### src/rtl/sc_bitstream_counter.sv
// Stochastic-to-binary converter: popcounts each bitstream word and accumulates a
// saturating 1-count and word count per frame, presented on a valid/ready output.
//
// state | meaning
// IDLE  | waiting for the first word of a frame
// ACCUM | frame in progress, accepting words
// DRAIN | last word's popcount being added, input stalled
// HOLD  | result pending, waiting for the consumer
module sc_bitstream_counter #(
  parameter int IN_WIDTH  = 32,
  parameter int ACC_WIDTH = 16,
  parameter int CNT_WIDTH = 8
) (
  input  logic                 clk,
  input  logic                 rst,
  input  logic                 in_valid,
  output logic                 in_ready,
  input  logic [IN_WIDTH-1:0]  in_data,
  input  logic                 in_last,
  output logic                 out_valid,
  input  logic                 out_ready,
  output logic [ACC_WIDTH-1:0] out_sum,
  output logic [CNT_WIDTH-1:0] out_words,
  output logic                 out_ovf
);

  localparam int PC_W = $clog2(IN_WIDTH + 1);

  localparam logic [1:0] S_IDLE  = 2'd0;
  localparam logic [1:0] S_ACCUM = 2'd1;
  localparam logic [1:0] S_DRAIN = 2'd2;
  localparam logic [1:0] S_HOLD  = 2'd3;

  localparam logic [ACC_WIDTH-1:0] ACC_MAX = '1;
  localparam logic [CNT_WIDTH-1:0] CNT_MAX = '1;

  logic [1:0]           r_state;
  logic                 r_in_ready;
  logic [PC_W-1:0]      r_pc;
  logic                 r_pc_vld;
  logic                 r_pc_last;
  logic [ACC_WIDTH-1:0] r_acc;
  logic [CNT_WIDTH-1:0] r_wcnt;
  logic                 r_ovf;
  logic                 r_out_valid;
  logic [ACC_WIDTH-1:0] r_out_sum;
  logic [CNT_WIDTH-1:0] r_out_words;
  logic                 r_out_ovf;

  logic                      w_accept;
  logic                      w_xfer;
  logic [1:0]                w_state_nxt;
  logic [PC_W-1:0]           w_pc;
  logic [ACC_WIDTH+PC_W-1:0] w_sum_wide;
  logic                      w_acc_sat;
  logic [ACC_WIDTH-1:0]      w_acc_nxt;
  logic                      w_wcnt_sat;
  logic [CNT_WIDTH-1:0]      w_wcnt_nxt;
  logic                      w_ovf_nxt;

  assign w_accept  = in_valid & r_in_ready;
  assign w_xfer    = r_out_valid & out_ready;
  assign in_ready  = r_in_ready;
  assign out_valid = r_out_valid;
  assign out_sum   = r_out_sum;
  assign out_words = r_out_words;
  assign out_ovf   = r_out_ovf;

  always_comb begin
    w_state_nxt = r_state;
    case (r_state)
      S_IDLE:  if (w_accept) w_state_nxt = in_last ? S_DRAIN : S_ACCUM;
      S_ACCUM: if (w_accept && in_last) w_state_nxt = S_DRAIN;
      S_DRAIN: w_state_nxt = S_HOLD;
      S_HOLD:  if (w_xfer) w_state_nxt = S_IDLE;
      default: w_state_nxt = S_IDLE;
    endcase
  end

  // in_ready is registered so it is low while rst is held and rises right after
  always_ff @(posedge clk) begin
    if (rst) begin
      r_state    <= S_IDLE;
      r_in_ready <= 1'b0;
    end else begin
      r_state    <= w_state_nxt;
      r_in_ready <= (w_state_nxt == S_IDLE) || (w_state_nxt == S_ACCUM);
    end
  end

  always_comb begin
    w_pc = '0;
    for (int i = 0; i < IN_WIDTH; i++) begin
      w_pc = w_pc + PC_W'(in_data[i]);
    end
  end

  always_ff @(posedge clk) begin
    if (rst) begin
      r_pc      <= '0;
      r_pc_vld  <= 1'b0;
      r_pc_last <= 1'b0;
    end else begin
      r_pc_vld  <= w_accept;
      r_pc_last <= w_accept & in_last;
      if (w_accept) r_pc <= w_pc;
    end
  end

  always_comb begin
    w_sum_wide = {{PC_W{1'b0}}, r_acc} + {{ACC_WIDTH{1'b0}}, r_pc};
    w_acc_sat  = w_sum_wide > {{PC_W{1'b0}}, ACC_MAX};
    w_acc_nxt  = w_acc_sat ? ACC_MAX : w_sum_wide[ACC_WIDTH-1:0];
    w_wcnt_sat = (r_wcnt == CNT_MAX);
    w_wcnt_nxt = w_wcnt_sat ? r_wcnt : r_wcnt + CNT_WIDTH'(1);
    w_ovf_nxt  = r_ovf | w_acc_sat | w_wcnt_sat;
  end

  // The final word is folded in on the same edge the result is captured
  always_ff @(posedge clk) begin
    if (rst) begin
      r_acc       <= '0;
      r_wcnt      <= '0;
      r_ovf       <= 1'b0;
      r_out_sum   <= '0;
      r_out_words <= '0;
      r_out_ovf   <= 1'b0;
    end else if (r_pc_vld) begin
      if (r_pc_last) begin
        r_out_sum   <= w_acc_nxt;
        r_out_words <= w_wcnt_nxt;
        r_out_ovf   <= w_ovf_nxt;
        r_acc       <= '0;
        r_wcnt      <= '0;
        r_ovf       <= 1'b0;
      end else begin
        r_acc  <= w_acc_nxt;
        r_wcnt <= w_wcnt_nxt;
        r_ovf  <= w_ovf_nxt;
      end
    end
  end

  always_ff @(posedge clk) begin
    if (rst) begin
      r_out_valid <= 1'b0;
    end else if (w_xfer) begin
      r_out_valid <= 1'b0;
    end else if (r_state == S_HOLD) begin
      r_out_valid <= 1'b1;
    end
  end

endmodule

### config.mk
export PLATFORM = sky130hd
export DESIGN_NAME = sc_bitstream_counter
export DESIGN_NICKNAME = d
export VERILOG_FILES = /design/src/rtl/sc_bitstream_counter.sv
export SDC_FILE = /design/constraint.sdc
export NUM_CORES = 1
export LEC_CHECK = 0
export BUFFER_PORTS_ARGS = -buffer_cell sky130_fd_sc_hd__buf_2
export CORE_MARGIN = 4
export CORE_UTILIZATION = 57
export DETAILED_ROUTE_END_ITERATION = 8
export GPL_TIMING_DRIVEN = 0
export PLACE_DENSITY = 0.81
export SLEW_MARGIN = 10
export SYNTH_ARGS = -nofsm -noshare
export SYNTH_HDL_FRONTEND = slang
export SYNTH_SLANG_ARGS = --single-unit
### constraint.sdc
create_clock -name clk -period 6.3 [get_ports clk]
set_clock_uncertainty 0.2 [all_clocks]
set_input_delay 0.315 -clock clk [delete_from_list [all_inputs] [get_ports clk]]
set_output_delay 0.315 -clock clk [all_outputs]
set_load 0.01 [all_outputs]
# Word level (Yosys, flattened, before mapping)
# Index checks and enable logic that the tools add are counted.
[op_classes] add_sub_neg=33 multipliers=0 div=0 magnitude_cmp=1 n_eq_ne=5 shifts=0 n_mux=10 bitwise_logic=5 reduce_logical=6
[ops] operator="6-bit by 1-bit adder with 6-bit output" count=26
[ops] operator="16-bit 2-to-1 mux" count=2
[ops] operator="16-bit by 6-bit adder with 17-bit output" count=1
[ops] operator="17-bit by 16-bit greater-than comparator with 1-bit output (second input constant)" count=1
[ops] operator="8-bit 2-to-1 mux" count=2
[ops] operator="8-bit by 1-bit adder with 8-bit output (second input constant)" count=1
[ops] operator="8-bit equality test (second input constant)" count=1
[ops] operator="2-bit 2-to-1 mux" count=4
[ops] operator="2-bit one-hot mux with 4 select lines" count=1
[ops] operator="5-bit by 1-bit adder with 6-bit output" count=1
[ops] operator="4-bit by 1-bit adder with 5-bit output" count=1
[ops] operator="3-bit by 1-bit adder with 4-bit output" count=1
[ops] operator="2-bit by 1-bit equality test with 1-bit output (second input constant)" count=2
[ops] operator="2-bit equality test (second input constant)" count=2
[ops] operator="2-bit zero test" count=2
[ops] operator="2-bit by 1-bit adder with 3-bit output" count=1
[ops] operator="1-bit bitwise AND" count=3
[ops] operator="1-bit by 1-bit adder with 2-bit output" count=1
[ops] operator="1-bit OR" count=2
[ops] operator="2-bit AND reduction" count=1
[ops] operator="2-bit OR reduction" count=1
[ops] operator="1-bit logical AND" count=1
[ops] operator="1-bit logical OR" count=1
[ops] operator="1-bit 2-to-1 mux" count=1
[totals] reg_bits=62 latchBits=0 ram_bits=0 rom_bits=0 input_bits=37 mem_count=0

# Depth between registers and ports, before layout
# Gate-level depths: netlist of the first run.
[logic_depth] ltp_word=31 ltp_mapped=16

# Worst setup path after synthesis of the first run
# No wires, ideal clock.
[synth_timing] path_type="input to register" from="input in_data[0]" to="register r_pc[5]" setup_ps=132 arrival_ps=4385 required_time_ps=5968 path_slack_ps=1583 cell_stages=16 n_path_buf=0 path_cell_list="inv_1 > fa_1 > fa_1 > inv_1 > fa_1 > fa_1 > fa_1 > inv_1 > fa_1 > inv_1 > ha_1 > a21o_1 > a21oi_1 > nor2b_1 > o211ai_1 > a21oi_1"
[synth_between] elab_chain_len=31
[synth_rtl] element="start: declaration" line_no="18" source="input logic [IN_WIDTH-1:0] in_data,"
[synth_rtl] element="1-bit by 1-bit adder with 2-bit output" line_no="94" source="w_pc = w_pc + PC_W'(in_data[i]);"
[synth_rtl] element="2-bit by 1-bit adder with 3-bit output" line_no="94"
[synth_rtl] element="3-bit by 1-bit adder with 4-bit output" line_no="94"
[synth_rtl] element="4-bit by 1-bit adder with 5-bit output" line_no="94"
[synth_rtl] element="5-bit by 1-bit adder with 6-bit output" line_no="94"
[synth_rtl] element="6-bit by 1-bit adder with 6-bit output (26 in a row)" line_no="94"
[synth_rtl] element="end signal: assignment" line_no="106" source="if (w_accept) r_pc <= w_pc;"
[synth_rtl] element="end: declaration" line_no="39" source="logic [PC_W-1:0] r_pc;"
# No other way between the ends.
# A chain may end at the register's enable or synchronous reset.

# Final worst setup path of the first run
[layout_timing] from="input in_data[0]" to="register r_pc[4]"
# The elaborated chain is that of the path after synthesis.

==> flow_metrics.py, run 1 <==
metrics = {
    "yosys": {
        "postSynthNetCount": 517,
        "ys_ff_latch": 62,
        "synth_cells": 441,
        "yosysWarnings": 0,
        "synth_area_per_cell_um2": 8.61,
        "synthFlopType": "dfxtp_1",
        "async_reset_ff_share_pct": 0,
        "yosysSeqAreaShare_pct": 32.7,
        "synth.distinct_cells": 57,
        "syn-cell-area_um2": 3800,
        "synth_edf_count": 0,
    },
    "place": {
        "dp.final_hpwl_mm": 7.08,
        "routabilityCongestion": 0.930,
        "pre_cts_slack_ps": 1250,
        "portBuffers": 63,
        "placed_cells": 581,
    },
    "sta": {
        "fin_setup_tns_ps": 0,
        "max_slew.worst_pin.slew_ps": 693,
        "relSlewSlack_pct": 53.8,
        "setup-violations-final": 0,
        "hold_ws_ps": 39.7,
        "fmax_ghz": 0.212,
        "finalMaxSlewViolations": 0,
        "period_needed_ps": 4720,
        "fin_ws_ps": 1580,
        "fin_crit_sh_pct": 75.0,
        "rsz0062_at_grt": "no",
        "finalHoldViolCount": 0,
    },
    "routing": {
        "firstDrtPassIters": 5,
        "via_per_inst": 5.79,
        "detail-route-antenna-nets": 0,
        "remaining_drc_errors": 0,
        "drt_iter0_drc": 186,
        "num_vias": 3452,
        "wl_per_cell_um": 16.1,
        "wl_mm": 9.61,
    },
    "finish": {
        "final.fill_count": 524,
        "nets": 591,
        "area_growth_pct": 15.8,
        "finalNonFillerCells": 596,
        "multi_input_area_um2": 2240,
        "regArea_um2": 1240,
        "final_common_cell": "buf_2",
        "final_cell_mix": "buf_2, dfxtp_1, inv_1",
        "insertedDiodeCount": 0,
        "drive_gt1_share_pct": 17.7,
    },
    "clocking": {
        "cts_resized": 0,
        "path_clk_slew_ps": 70,
        "cts.sinks": 62,
        "cts_max_level": 3,
        "clk_path_buf_depth": 2,
        "cts-hold-fix-buffers": 0,
        "cts_tree": "built",
        "cts_buffers": 9,
        "cts_setup_buffers": 0,
        "clk_latency_ps": 340,
        "root_buffer": "clkbuf_8",
    },
    "job": {
        "drv_cap": 0,
    },
    "setup_path": {
        "cp_max_fo": 2,
        "worstPathRequired_ps": 6360,
        "start_kind": "primary input",
        "cpMostUsedCell": "fa_1",
        "cp-end-kind": "flip-flop",
        "cpPeakStageDelay_ps": 560,
        "crit_chain": "buf_2 > inv_1 > fa_1 > fa_1 > fa_1 > fa_1 > fa_1 > fa_1 > inv_1 > ha_1 > inv_1 > fa_1 > nor2b_1 > o21a_1 > nor3_1 > nand3b_1 > a21oi_1",
        "cp_slowest_cell": "fa_1",
        "arrival_ps": 4780,
        "crit_type": "primary input to flip-flop",
        "reg2reg_slack_ps": 3480,
    },
    "global_routing": {
        "grt_overflow": 0,
        "grt_pass1_vias": 3265,
        "grt_pass1_wl_mm": 15.3,
        "grt_max_degree": 11,
        "grt.met2_usage_pct": 41.1,
        "track_usage_pct": 24.8,
        "use_met3_pct": 5.29,
        "antenna_found_initial": 0,
        "grt_busiest_layer": "met2",
        "use_met1_pct": 32.9,
    },
    "run_status": {
        "status": "finished, final reports clean",
    },
    "worst_hold_path": {
        "worstHoldPathType": "primary input to flip-flop",
    },
    "floorplanning": {
        "initial_core_util_pct": 59.1,
        "ios": 64,
        "die_x_um": 89.6,
        "die_h_um": 89.6,
        "row_count": 29,
        "core_area_um2": 6420,
        "die-area_um2": 8030,
    },
    "power": {
        "peakVddDrop_mv": 0.308,
        "p_leak_nw": 1.92,
        "pwr_density_cell_nw_per_um2": 311,
        "total_power_mw": 1.37,
    },
}
## flip-flops by register name, summed over array words and instances, names as in the netlist
register   flops
in_ready       1
out_ovf        1
out_sum       16
out_valid      1
out_words      8
r_acc         16
r_ovf          1
r_pc           6
r_pc_last      1
r_pc_vld       1
r_state        2
r_wcnt         8
## metrics by stage
step | area (um2) | util [%]
2_1_floorplan | 3800 | -
3_3_place_gp | 4210 | 65.5
3_5_place_dp | 4210 | 65.5
4_1_cts | 4400 | 68.5
5_1_grt | 4400 | 68.5
6_report | 4400 | 68.5
## path summary, 6_finish.rpt
| kind | from | end | depth (start not counted) |
|---|---|---|---|
| max | in_data[0] | r_pc[4] | 17 |
| min | in_last | r_pc_last | 2 |
| max reg2reg | r_pc[0] | r_acc[6] | 10 |
| min reg2reg | out_words[6] | out_words[6] | 2 |
## report_power, final
part           switching [mW]  internal [mW]  leakage [nW]
Sequential             0.0116          0.406         0.501
Clock                   0.152          0.190        0.0952
Combinational           0.329          0.280          1.33
## synth_stat cells (2+ instances only)
master	number	area (um2)
a2111o_1	2	22.5
a211oi_1	11	82.6
a211oi_2	3	37.5
a21o_1	7	52.6
a21oi_1	46	230
a311oi_1	3	26.3
a31o_1	3	26.3
a31oi_1	5	31.3
a41oi_1	3	26.3
and2_1	3	18.8
and3_1	7	43.8
buf_2	2	10.0
clkbuf_1	18	67.6
dfxtp_1	62	1240
fa_1	25	500
ha_1	14	175
inv_1	57	214
mux2_2	2	22.5
nand2_1	31	116
nand2b_1	7	43.8
nand3_1	12	60.1
nand3b_1	2	15.0
nand4_1	4	25.0
nor2_1	23	86.3
nor2b_1	4	25.0
nor3_1	11	55.1
o211a_1	2	20.0
o211ai_1	4	30.0
o21a_1	4	30.0
o21ai_0	22	110
o311ai_0	2	17.5
o31ai_1	2	15.0
o32ai_1	2	17.5
or3_1	4	25.0
xnor2_1	9	78.8
xor2_1	2	17.5
## layout make-up
type | instances | area share, %
multi-input combinational | 298 | 51.0
sequential | 62 | 28.2
timing repair buffer | 63 | 7.17
inverter | 58 | 4.95
clock buffer | 11 | 3.21
buffer | 23 | 2.22
tap | 77 | 2.19
clock inverter | 4 | 1.08
## cell families (layout without fill, tap and decap cells)
logic type	after synthesis	in the layout	share of synthesized area [%]
AOI/OAI and AO/OA	131	131	23.0
and+or+nand+nor	115	115	15.1
buffers and inverters	81	159	8.30
DFF	62	62	32.7
adders and majority gates	39	39	17.8
xor gates and xnor gates	11	11	2.54
muxes	2	2	0.593
## per-layer routing
layer	vias to the layer above	wire [um]
li1	1674	-
met1	1625	4260
met5	-	0
met4	0	136
met3	14	633
met2	139	4580
## worst max-delay path, delay by kind of cell
kind	cells	cell delay, ps
fa+ha+maj	8	3540
simple gates	3	370
compound gates	2	290
buf+inv	4	240
Power figures use the tool's default switching activity.
==> run 2: changes to the inputs <==
- clock period: 6.3 -> 4.5 ns (I/O delays scaled with it)
==> flow_metrics.py, run 2 (same netlist as run 1, synthesis figures left out) <==
metrics = {
    "run_status": {
        "status": "finished, final reports clean",
    },
    "finish": {
        "final_cell_mix": "buf_2, dfxtp_1, inv_1",
        "area_growth_pct": 18.2,
        "final_common_cell": "buf_2",
        "nets": 596,
        "drive_gt1_share_pct": 21.6,
        "insertedDiodeCount": 0,
        "final_area_um2": 4490,
    },
    "clocking": {
        "cts_max_level": 3,
        "cts.sinks": 62,
        "clk_latency_ps": 340,
        "clk_path_buf_depth": 2,
        "cts_buffers": 9,
        "cts_tree": "built",
        "root_buffer": "clkbuf_8",
        "path_clk_slew_ps": 60,
    },
    "place": {
        "portBuffers": 63,
        "routabilityCongestion": 0.946,
        "dp.final_hpwl_mm": 7.24,
        "pre_cts_slack_ps": -379,
        "dpl_cell_area_um2": 4220,
    },
    "routing": {
        "firstDrtPassIters": 5,
        "remaining_drc_errors": 0,
        "detail-route-antenna-nets": 0,
        "num_vias": 3485,
        "wl_per_cell_um": 16.0,
        "drt_iter0_drc": 313,
        "via_per_inst": 5.80,
        "wl_mm": 9.63,
    },
    "setup_path": {
        "cpMostUsedCell": "fa_2",
        "crit_chain": "buf_2 > fa_1 > inv_2 > fa_2 > fa_2 > fa_1 > fa_2 > fa_1 > inv_2 > ha_4 > inv_2 > fa_2 > nor2b_2 > o21a_1 > nor3_1 > nand3b_1 > a21oi_2",
        "start_kind": "primary input",
        "cp_max_fo": 2,
        "cpPeakStageDelay_ps": 550,
        "cp-end-kind": "flip-flop",
        "worstPathRequired_ps": 4580,
        "cp_slowest_cell": "fa_1",
        "cp_top_family": "adder cells",
        "arrival_ps": 4530,
        "path_buf_inv": 4,
        "timing.rr.start": "r_pc[0]",
        "crit_type": "primary input to flip-flop",
        "crit_path_start": "in_data[17]",
    },
    "global_routing": {
        "grt_pass1_vias": 3473,
        "track_usage_pct": 26.3,
        "grt_pass1_wl_mm": 16.2,
        "grt_max_degree": 11,
        "grt_overflow": 0,
        "antenna_found_initial": 0,
    },
    "power": {
        "power.switching_uw": 777,
        "peakVddDrop_mv": 0.459,
        "clockPowerShare_pct": 22.5,
        "p_leak_nw": 1.94,
        "p_int_mw": 1.34,
        "pwr_density_cell_nw_per_um2": 473,
        "comb_power_share_pct": 50.0,
        "switching_share_pct": 36.6,
        "seqPwrFrac_pct": 27.6,
    },
    "job": {
        "drv_cap": 0,
    },
    "sta": {
        "fin_setup_tns_ps": 0,
        "fmax_ghz": 0.224,
        "rsz0062_at_grt": "yes",
        "fin_ws_ps": 42.3,
        "finalMaxSlewViolations": 0,
        "fin_crit_sh_pct": 99.1,
        "finalHoldViolCount": 0,
        "relSlewSlack_pct": 56.5,
        "max_slew.worst_pin.slew_ps": 652,
        "period_needed_ps": 4460,
        "setup-violations-final": 0,
    },
    "floorplanning": {
        "ios": 64,
        "die_x_um": 89.6,
        "die_h_um": 89.6,
        "die-area_um2": 8030,
        "initial_core_util_pct": 59.1,
        "row_count": 29,
        "core_area_um2": 6420,
    },
    "worst_hold_path": {
        "worstHoldPathType": "primary input to flip-flop",
        "worst_hold_startpoint": "in_data[2]",
    },
}
## run 2: per-stage QoR
step                utilization (%)  total power, mW  hold slack [ps]  instances
detailed placement             65.7             1.53              247        581
CTS                            69.3             2.07              105        600
global placement               65.7             1.44              238        581
global route                   69.9             2.28              150        601
floorplan                         -             1.29              127        441
finish                         69.9             2.12             97.0        601
## run 2: final cells by class
class                   instances  area [um2]
multi-input cells             298        2280
clock inverters                 5        50.0
fillers                       502        1930
inverters                      58         220
well taps                      77        96.3
repair buffers                 68         367
plain buffers                  23        97.6
flip-flops and latches         62        1240
clock buffers                  10         138
## run 2: repair_timing
item | in CTS | in global routing
pin swaps | 9 | 14
endpoints found under the setup margin | 2 | 3
hold buffers | 3 | 0
buffers inserted | 1 | 1
resized for setup | 6 | 10
endpoints found under the hold margin | 4 | 0
## run 2: path summary, 6_finish.rpt
kind,to,slack (ps),cells past startpoint
worst max-delay path,r_pc[4],40,17
worst min-delay path,r_pc[0],100,4
worst max register to register,r_acc[9],1790,10
worst min register to register,out_words[5],250,2
## run 2: worst register-to-register path: cells and delay by family (launching register included)
kind | cells | cell delay [ps]
AO/OA/AOI/OAI | 4 | 940
adder cells (fa/ha/maj) | 2 | 580
buffers and inverters | 3 | 390
flip-flops | 1 | 340
AND/OR/NAND/NOR | 1 | 180
## run 2: per-layer routing
layer	global-route usage (%)	share of wire, %	up-vias	wire length (um)
met3	6.84	7.1	22	682
met4	9.07	2.2	0	209
met5	0	0	-	0
met2	42.9	48	144	4600
met1	33.8	43	1627	4140
li1	-	-	1692	-
## run 2: power groups by stage
| stage | registers (mW) | clock network [mW] | logic, mW |
|---|---|---|---|
| after global routing | 0.585 | 0.506 | 1.19 |
| after global placement | 0.594 | 0 | 0.841 |
| after detailed placement | 0.596 | 0 | 0.938 |
| final | 0.584 | 0.476 | 1.06 |
| after CTS | 0.584 | 0.482 | 1.00 |
| after floorplan | 0.591 | 0 | 0.696 |
==> run 3: changes to the inputs <==
- ABC_AREA: default -> 1
- CTS_CLUSTER_DIAMETER: default -> 120
==> flow_metrics.py, run 3 <==
metrics = {
    "global_routing": {
        "grt_overflow": 0,
        "antenna_found_initial": 0,
        "grt_pass1_wl_mm": 15.8,
        "grt_pass1_vias": 3524,
        "grt_max_degree": 13,
        "track_usage_pct": 23.5,
    },
    "power": {
        "seqPwrFrac_pct": 27.6,
        "p_leak_nw": 2.46,
        "pwr_density_cell_nw_per_um2": 459,
        "comb_power_share_pct": 45.9,
        "power.switching_uw": 790,
        "switching_share_pct": 37.5,
        "p_int_mw": 1.32,
        "clockPowerShare_pct": 26.4,
        "peakVddDrop_mv": 0.391,
        "total_power_mw": 2.11,
    },
    "finish": {
        "drive_gt1_share_pct": 16.4,
        "area_growth_pct": 17.8,
        "multi_input_area_um2": 2150,
        "regArea_um2": 1240,
        "insertedDiodeCount": 0,
        "final_util_pct": 70.7,
        "final.fill_count": 556,
        "final_common_cell": "nand2_1",
        "final_cell_mix": "nand2_1, inv_1, nor2_1",
        "nets": 705,
        "final_area_um2": 4590,
        "finalNonFillerCells": 711,
    },
    "routing": {
        "wl_mm": 9.13,
        "remaining_drc_errors": 0,
        "wl_per_cell_um": 12.8,
        "firstDrtPassIters": 5,
        "detail-route-antenna-nets": 0,
        "via_per_inst": 5.09,
        "num_vias": 3621,
        "drt_iter0_drc": 174,
    },
    "sta": {
        "fin_setup_tns_ps": 0,
        "rsz0062_at_grt": "yes",
        "setup-violations-final": 0,
        "max_slew.worst_pin.slew_ps": 585,
        "relSlewSlack_pct": 61.0,
        "hold_ws_ps": 58.5,
        "finalHoldViolCount": 0,
        "fin_ws_ps": 36.7,
        "fmax_ghz": 0.224,
        "fin_crit_sh_pct": 99.2,
        "finalMaxSlewViolations": 0,
        "period_needed_ps": 4460,
    },
    "floorplanning": {
        "die-area_um2": 8220,
        "ios": 64,
        "die_h_um": 90.7,
        "die_x_um": 90.7,
        "initial_core_util_pct": 60.0,
        "row_count": 29,
        "core_area_um2": 6490,
    },
    "clocking": {
        "clk_latency_ps": 350,
        "clk_path_buf_depth": 2,
        "root_buffer": "clkbuf_8",
        "cts.sinks": 62,
        "cts_tree": "built",
        "cts_buffers": 9,
        "path_clk_slew_ps": 70,
        "cts_max_level": 3,
    },
    "setup_path": {
        "cp-end-kind": "flip-flop",
        "cpMostUsedCell": "fa_1",
        "start_kind": "primary input",
        "arrival_ps": 4540,
        "crit_chain": "buf_6 > fa_1 > inv_1 > fa_1 > fa_1 > fa_1 > fa_1 > fa_1 > inv_1 > ha_2 > inv_2 > fa_2 > o21ai_2 > a21oi_2 > xnor2_1 > nand2_1 > a21oi_2",
        "crit_type": "primary input to flip-flop",
        "cpPeakStageDelay_ps": 560,
        "cp_max_fo": 2,
        "worstPathRequired_ps": 4580,
        "cp_slowest_cell": "fa_1",
    },
    "yosys": {
        "syn-cell-area_um2": 3900,
        "synth_area_per_cell_um2": 7.06,
        "synth.distinct_cells": 33,
        "synth.largest_area_cell": "dfxtp_1",
        "synth_edf_count": 0,
        "synth.most_common_cell": "nand2_1",
        "async_reset_ff_share_pct": 0,
        "yosys-top-cells-area": "dfxtp_1, fa_1, nand2_1",
        "yosysWarnings": 0,
        "postSynthNetCount": 628,
        "ys_ff_latch": 62,
        "synthFlopType": "dfxtp_1",
        "synth_top_area_share_pct": 31.8,
        "synth_cells": 552,
        "yosysSeqAreaShare_pct": 31.8,
        "netlist_top_cells_count": "nand2_1, inv_1, nor2_1, dfxtp_1, o21ai_0",
    },
    "place": {
        "pre_cts_slack_ps": -354,
        "routabilityCongestion": 0.918,
        "dpl_cell_area_um2": 4310,
        "portBuffers": 62,
        "placed_cells": 691,
        "dp.final_hpwl_mm": 7.14,
    },
    "job": {
        "drv_cap": 0,
    },
    "run_status": {
        "status": "finished, final reports clean",
    },
    "worst_hold_path": {
        "worstHoldPathType": "primary input to flip-flop",
    },
}
## run 3: cell count changes after synthesis, moves of 11 or more
| cell | change |
|---|---|
| nor2_1 | +46 |
| a21oi_1 | -13 |
| nand3_1 | +14 |
| a211oi_1 | -11 |
| o21ai_0 | +12 |
| inv_1 | +52 |
| nand2_1 | +97 |
## run 3: kinds of logic (layout without fill, tap and decap cells)
group           count (synthesis)  count (layout)  synth area share, %
buf+inv                       130             212                 13.6
fa+ha+maj                      39              39                 17.3
flops                          62              62                 31.8
simple gates                  234             234                 24.3
xor+xnor                       10              10                 2.25
compound gates                 77              77                 10.7
## run 3: power groups by stage
stage / logic, mW / registers (mW) / clock network, mW
2_1_floorplan: 0.674 / 0.593 / 0
3_3_place_gp: 0.798 / 0.594 / 0
3_5_place_dp: 0.830 / 0.595 / 0
4_1_cts: 0.838 / 0.582 / 0.557
5_1_grt: 1.13 / 0.585 / 0.581
6_report: 0.968 / 0.582 / 0.557
## run 3: worst paths after layout
| path | to | cells after the start | startpoint | slack (ps) |
|---|---|---|---|---|
| hold / removal | r_pc_vld | 3 | in_valid | 60 |
| hold reg to reg | r_ovf | 2 | r_ovf | 270 |
| setup reg to reg | r_acc[13] | 13 | r_pc[0] | 2180 |
| setup / recovery | r_pc[4] | 17 | in_data[21] | 40 |
## run 3: per-layer routing
layer,vias up,wire length (um),global-route usage [%]
met3,12,384,4.42
met2,82,4600,40.6
met5,-,0,0
li1,1838,-,-
met1,1689,3990,29.2
met4,0,158,8.04
## run 3: repair_timing
item | 4_1_cts | 5_1_grt
setup buffers | 0 | 2
hold endpoints to repair | 2 | 0
pin swaps | 1 | 13
endpoints found under the setup margin | 1 | 3
hold buffers | 2 | 0
gates resized for setup | 0 | 9
## run 3: layout make-up
cell class	count	area share, %
Sequential cell	62	27.0
Clock inverter	7	2.13
Timing Repair Buffer	66	7.66
Inverter	111	9.08
Clock buffer	9	2.70
Tap cell	77	2.10
Multi-Input combinational cell	360	46.8
Buffer	19	2.45
## run 3: worst max-delay path, delay by kind of cell
| family | cells | cell delay, ps |
|---|---|---|
| compound gates | 3 | 370 |
| buf+inv | 4 | 260 |
| xor+xnor | 1 | 150 |
| simple gates | 1 | 80 |
| fa+ha+maj | 8 | 3430 |
